`src/rtl/mem_arbiter.sv`:
```
// Two-master (instruction fetch / data) arbiter in front of a single fixed-latency memory.
// Define MEM_ARB_ROUND_ROBIN_EN to alternate tie grants; otherwise data requests win ties.
//
// state | meaning
// IDLE  | arbitrate, latch winner's address/we/wdata
// ISSUE | one-cycle memory strobe, counter loaded with LAT
// WAIT  | count down the read latency, capture data when counter hits 1
// DONE  | one-cycle ack to the granted requester
module mem_arbiter #(
   parameter int AW  = 32,
   parameter int DW  = 32,
   parameter int LAT = 2
) (
   input  logic          clk_i,
   input  logic          rst_i,
   input  logic          if_req_i,
   input  logic [AW-1:0] if_addr_i,
   output logic [DW-1:0] if_rdata_o,
   output logic          if_ack_o,
   input  logic          dm_req_i,
   input  logic          dm_we_i,
   input  logic [AW-1:0] dm_addr_i,
   input  logic [DW-1:0] dm_wdata_i,
   output logic [DW-1:0] dm_rdata_o,
   output logic          dm_ack_o,
   output logic          mem_en_o,
   output logic          mem_we_o,
   output logic [AW-1:0] mem_addr_o,
   output logic [DW-1:0] mem_wdata_o,
   input  logic [DW-1:0] mem_rdata_i,
   output logic          stall_o,
   output logic          busy_o
);

   typedef enum logic [1:0] {IDLE, ISSUE, WAIT, DONE} state_t;

   state_t        state_q, state_d;
   logic [3:0]    cnt_q, cnt_d;
   logic          gnt_dm_q;
   logic          we_q;
   logic [AW-1:0] addr_q;
   logic [DW-1:0] wdata_q;
   logic [DW-1:0] if_rdata_q, dm_rdata_q;
   logic          load, capture, pick_dm;

`ifdef MEM_ARB_ROUND_ROBIN_EN
   logic          last_dm_q;

   // On a tie, the side that did not win last time gets the grant.
   assign pick_dm = dm_req_i & (~if_req_i | ~last_dm_q);

   always_ff @(posedge clk_i or negedge rst_i) begin
      if (!rst_i)
         last_dm_q <= 1'b0;
      else if (load)
         last_dm_q <= pick_dm;
   end
`else
   assign pick_dm = dm_req_i;
`endif

   always_ff @(posedge clk_i or negedge rst_i) begin
      if (!rst_i) begin
         state_q <= IDLE;
         cnt_q   <= '0;
      end else begin
         state_q <= state_d;
         cnt_q   <= cnt_d;
      end
   end

   always_comb begin
      state_d = state_q;
      cnt_d   = cnt_q;
      load    = 1'b0;
      capture = 1'b0;
      case (state_q)
         IDLE: begin
            if (if_req_i | dm_req_i) begin
               load    = 1'b1;
               state_d = ISSUE;
            end
         end
         ISSUE: begin
            cnt_d   = 4'(LAT);
            state_d = WAIT;
         end
         WAIT: begin
            cnt_d = cnt_q - 4'd1;
            if (cnt_q == 4'd1) begin
               capture = ~we_q;
               state_d = DONE;
            end
         end
         DONE: state_d = IDLE;
         default: state_d = IDLE;
      endcase
   end

   always_ff @(posedge clk_i or negedge rst_i) begin
      if (!rst_i) begin
         gnt_dm_q <= 1'b0;
         we_q     <= 1'b0;
         addr_q   <= '0;
         wdata_q  <= '0;
      end else if (load) begin
         gnt_dm_q <= pick_dm;
         we_q     <= pick_dm & dm_we_i;
         addr_q   <= pick_dm ? dm_addr_i : if_addr_i;
         wdata_q  <= dm_wdata_i;
      end
   end

   always_ff @(posedge clk_i or negedge rst_i) begin
      if (!rst_i) begin
         if_rdata_q <= '0;
         dm_rdata_q <= '0;
      end else if (capture) begin
         if (gnt_dm_q)
            dm_rdata_q <= mem_rdata_i;
         else
            if_rdata_q <= mem_rdata_i;
      end
   end

   assign mem_en_o    = (state_q == ISSUE);
   assign mem_we_o    = mem_en_o & we_q;
   assign mem_addr_o  = mem_en_o ? addr_q : '0;
   assign mem_wdata_o = mem_en_o ? wdata_q : '0;

   assign if_ack_o   = (state_q == DONE) & ~gnt_dm_q;
   assign dm_ack_o   = (state_q == DONE) & gnt_dm_q;
   assign if_rdata_o = if_rdata_q;
   assign dm_rdata_o = dm_rdata_q;
   assign busy_o     = (state_q != IDLE);

   // Gated by reset so every output reads 0 while reset is held.
   assign stall_o = rst_i & ((if_req_i & ~if_ack_o) | (dm_req_i & ~dm_ack_o));

endmodule

```
`config.mk`:
```
export PLATFORM = sky130hd
export DESIGN_NAME = mem_arbiter
export DESIGN_NICKNAME = d
export VERILOG_FILES = /design/src/rtl/mem_arbiter.sv
export SDC_FILE = /design/constraint.sdc
export NUM_CORES = 1
export LEC_CHECK = 0
export CAP_MARGIN = 10
export CORE_UTILIZATION = 40
export CTS_CLUSTER_SIZE = 28
export DETAILED_ROUTE_END_ITERATION = 8
export GPL_TIMING_DRIVEN = 0
export HOLD_SLACK_MARGIN = 0.03
export PLACE_DENSITY = 0.83
export SKIP_CTS_REPAIR_TIMING = 1
export SLEW_MARGIN = 20
export SYNTH_ARGS = -nofsm -noshare
export SYNTH_HDL_FRONTEND = slang
export SYNTH_SLANG_ARGS = --single-unit
```
`constraint.sdc`:
```
create_clock -name clk_i -period 5 [get_ports clk_i]
set_input_delay 1 -clock clk_i [delete_from_list [all_inputs] [get_ports clk_i]]
set_output_delay 1 -clock clk_i [all_outputs]
set_load 0.1 [all_outputs]
```
Yosys cells after proc, flatten, opt, wreduce, memory -nomap -nowiden

Index checks and enable logic that the tools add are counted.

Equality and inequality tests: 6
Reductions and logical operators: 6
Add/subtract/negate cells: 1
Bitwise operators: 13
Muxes and demuxes: 11

Operator list:

| kind                | number |
|---|---|
| $mux 32             | 3 |
| $pmux 2 s4          | 1 |
| $pmux 4 s2          | 1 |
| $and 1x1->1         | 7 |
| $reduce_and 2->1    | 3 |
| $eq 2x2->1 const B  | 2 |
| $eq 4x1->1 const B  | 1 |
| $mux 1              | 4 |
| $mux 2              | 2 |
| $ne 2x2->1 const B  | 2 |
| $not 1->1           | 4 |
| $reduce_bool 2->1   | 2 |
| $sub 4x1->4 const B | 1 |
| $eq 2x1->1 const B  | 1 |
| $logic_not 2->1     | 1 |
| $or 1x1->1          | 2 |

Word-level logic and storage cells: 45
Input bits: 133
Output and inout bits: 134
Register bits: 136

Logic depth before layout (Yosys ltp)

Depth in word-level cells: 6
Mapped depth: 7
Mapped depth without buffers: 5

Worst setup path before layout

No wires, ideal clock.

Kind: flip-flop to output port
Start: register state_q[1]
End: output port mem_addr_o[12]
Stages on the path, launching flop included: 6
Path buffers: 2
Required time: 4000 ps
Slack: 1426 ps
Data arrival time: 2574 ps
Cell sequence: dfrtp_1 > inv_1 > ha_1 > clkbuf_1 > clkbuf_1 > and2_1

Longest elaborated chain between the ends: 2

RTL lines:

| what                   | line | RTL |
|---|---|---|
| from (decl)            | 37   | `state_t state_q, state_d;` |
| from (signal assigned) | 67   | `state_q <= state_d;` |
| $eq 2x1->1             | 126  | `assign mem_en_o = (state_q == ISSUE);` |
| named net mem_en_o     | 26   | `output logic mem_en_o,` |
| $mux 32                | 128  | `assign mem_addr_o = mem_en_o ? addr_q : '0;` |
| to (decl)              | 28   | `output logic [AW-1:0] mem_addr_o,` |

The timed path passes the listed nets, and every way through them passes these cells.

Final worst setup path

Start: register state_q[1]
End: output port mem_addr_o[24]

Longest elaborated chain between the ends: 2

RTL lines:

| what       | line |
|---|---|
| $eq 2x1->1 | 126 |
| $mux 32    | 128 |

No other way between the ends.

==> summary.md <==
The run finished with clean final reports. The tools report the worst-case clock buffer depth as 2. The initial antenna violation count was 0.

After global routing the overflow that remains totals 0. Setup repair after global routing left no endpoint under its margin. The first routing iteration left 199 violations. The floorplan has 45 rows.

Synthesis produced 467 cells. The number of placed instances, taps included, is 921. STA classifies the critical path startpoint as a register. The total of buffers placed on input and output ports works out to 265. The first-pass detailed-route iteration total came out at 4. Data on the critical path is required at its endpoint by 4000 ps. The die boundary height works out to 127 um. Entering global routing, the biggest net connects 99 pins.

Sequential cells were found to cover 54.7% of the synthesized design area. Peak clock frequency supported by timing: 224 MHz. The clock tree synthesis step divided the H-tree into 4 levels. After layout, the worst path uses 89.1% of the clock period. The post-route minimum period is 4450 ps, and the post-synthesis net count is 607. The library cells used most frequently in the layout, excluding fill and tap cells, are 264 x sky130_fd_sc_hd__clkdlybuf4s50_1, 136 x sky130_fd_sc_hd__dfrtp_1, 65 x sky130_fd_sc_hd__and2_1, 60 x sky130_fd_sc_hd__mux2_4, 38 x sky130_fd_sc_hd__nand2_1. The count of vias placed by the detailed router came out at 4696. The clock-pin transition on the worst setup and hold timing paths is 60 ps. The run gives 21.9% as the overall fraction of global-route tracks in use.

The clock arrives with 10.1 ps of skew. The total clock sinks is 136, and the ratio of routed vias to standard cells is 4.93. The final net count came out at 892. TritonCTS built the clock tree. The mean instance size in the synthesized netlist is 13.3 sq um. The final max-slew violation count is 0. Counting flops and latches in the post-synthesis netlist gives 136. The logs give 0 for the number of antenna repair diodes and 6220 sq um for the netlist area before placement.

The library cell used most frequently in the layout, excluding fill and tap cells, is sky130_fd_sc_hd__clkdlybuf4s50_1. The number of endpoints with negative hold slack in the final report is 0. The buffer type at the clock tree root was sky130_fd_sc_hd__clkbuf_16.

The via count of the first global-routing pass is 5160, and the detailed placement HPWL is 12600 um. The run gives 17000 um as the total wirelength of the detailed-routed design. The tools report the final cell count without fillers as 953. Type of the worst setup path: reg2out. The area growth from synthesis to layout came out at 56.8%. The area of the die came out at 16100 sq um. The tools report the total DRC errors in the routed layout as 0.

The clock reaches the later pin of the worst-skew pair after 420 ps. STA classifies the critical path endpoint as an output pin. The die is 127 um wide. For the pin with the worst max-slew slack, the measured transition is 1030 ps.

Path category of the worst min-delay check: in2async. The placer's final routability congestion estimate was 0.770. For this design the top-level I/O count stands at 267. In the final routed layout, each cell accounts on average for 17.8 um. After synthesis, the netlist uses 29 different library cells.

In this run, CTS created clock tree buffers numbering 17. The count of nets left with antenna violations once routing finished came out at 0. The max capacitance violation total is 0, and the worst path arrival time is 3450 ps. For this configuration, the core starts out at a cell density of 40.9%. Cells with a size suffix above 1 make up 19.7% of the layout. Setup violations remaining at the end of the flow were counted as 0. During synthesis, Yosys emitted a total of 0 warnings.

The core box area was 15200 sq um. The run gives 26800 um as the global-route wire length before repair. The maximum fanout count along the critical path came out at 10. The worst max-slew margin expressed relative to the limit is 30.8%.
[cells by family after synthesis]
group                    Yosys count  share of synthesized area [%]
AO/OA/AOI/OAI                     42                           3.78
adder cells (fa/ha/maj)            7                           1.41
buffers and inverters             36                           3.14
flip-flops                       136                           54.7
multiplexers                     129                           26.3
AND/OR/NAND/NOR                  117                           10.7
[Yosys cell counts]
cell type,instances,area (sq um)
sky130_fd_sc_hd__a21oi_1,1,5.00
sky130_fd_sc_hd__a31oi_1,1,6.26
sky130_fd_sc_hd__a32o_1,1,10.0
sky130_fd_sc_hd__and2_1,65,407
sky130_fd_sc_hd__and2b_2,1,8.76
sky130_fd_sc_hd__buf_2,9,45.0
sky130_fd_sc_hd__buf_4,1,7.51
sky130_fd_sc_hd__buf_6,6,67.6
sky130_fd_sc_hd__clkbuf_1,12,45.0
sky130_fd_sc_hd__dfrtp_1,136,3400
sky130_fd_sc_hd__ha_1,7,87.6
sky130_fd_sc_hd__inv_1,8,30.0
sky130_fd_sc_hd__mux2_2,37,417
sky130_fd_sc_hd__mux2_4,60,901
sky130_fd_sc_hd__mux2i_1,32,320
sky130_fd_sc_hd__nand2_1,38,143
sky130_fd_sc_hd__nand3_1,2,10.0
sky130_fd_sc_hd__nand3b_1,1,7.51
sky130_fd_sc_hd__nand4_4,2,42.5
sky130_fd_sc_hd__nor2_1,2,7.51
sky130_fd_sc_hd__nor2b_1,3,18.8
sky130_fd_sc_hd__nor3_1,1,5.00
sky130_fd_sc_hd__nor3b_1,1,7.51
sky130_fd_sc_hd__o21ai_0,35,175
sky130_fd_sc_hd__o21ai_2,1,8.76
sky130_fd_sc_hd__o221a_2,1,11.3
sky130_fd_sc_hd__o2bb2ai_1,1,8.76
sky130_fd_sc_hd__o32a_1,1,10.0
sky130_fd_sc_hd__or3b_1,1,8.76
[sequential cells by signal (all words and copies together), names as in the netlist]
signal,count
addr_q,32
cnt_q,4
dm_rdata_o,32
gnt_dm_q,1
if_rdata_o,32
state_q,2
wdata_q,32
we_q,1
[path summary, 6_finish.rpt]
path | cells past startpoint | startpoint | endpoint | slack (ps)
min reg2reg | 2 | addr_q[10]$_DFFE_PN0P_ | addr_q[10]$_DFFE_PN0P_ | 480
max | 6 | state_q[1]$_DFFE_PN0P_ | mem_addr_o[24] | 550
min in group clk_i | 2 | addr_q[10]$_DFFE_PN0P_ | addr_q[10]$_DFFE_PN0P_ | 480
max reg2reg | 6 | state_q[0]$_DFFE_PN0P_ | dm_rdata_o[17]$_DFFE_PN0P_ | 3050
max in group asynchronous | 2 | rst_i | cnt_q[1]$_DFFE_PN0P_ | 3730
min | 1 | rst_i | dm_rdata_o[26]$_DFFE_PN0P_ | 460
[layout make-up]
type / count / area (sq um)
Buffer: 28 / 165
Sequential cell: 136 / 3400
Timing Repair Buffer: 266 / 2690
Clock buffer: 19 / 443
Clock inverter: 13 / 170
Inverter: 8 / 30.0
Tap cell: 188 / 235
Fill cell: 1144 / 5440
Multi-Input combinational cell: 295 / 2630
[stage by stage]
step	hold WS [ps]	setup TNS, ps	utilization [%]	setup slack, ps	cell area, sq um
CTS	446	0	64.2	465	9760
global route	466	0	64.2	344	9760
detailed placement	465	0	60.2	809	9150
finish	460	0	64.2	545	9760
floorplan	442	0	-	1430	6220
global placement	453	-298200	59.9	-3730	9110
[critical path: stages, from the launching register on]
cell and delay, ps:
sky130_fd_sc_hd__dfrtp_1 420, sky130_fd_sc_hd__inv_1 120, sky130_fd_sc_hd__ha_1 210, sky130_fd_sc_hd__clkbuf_1 410
sky130_fd_sc_hd__clkbuf_1 480, sky130_fd_sc_hd__and2_1 230, sky130_fd_sc_hd__clkdlybuf4s50_1 1170
[per-layer routing]
| layer | routed length, um | vias up | global-route usage (%) |
|---|---|---|---|
| met1 | 6760 | 2316 | 24.4 |
| met4 | 271 | 0 | 7.56 |
| met3 | 1380 | 21 | 7.38 |
| met2 | 8550 | 205 | 39.1 |
| li1 | - | 2154 | - |
| met5 | 0 | - | 0 |
Power is left out: the tool's default activity adds up to more than one toggle a clock period on the data nets, which glitch-free logic cannot reach.
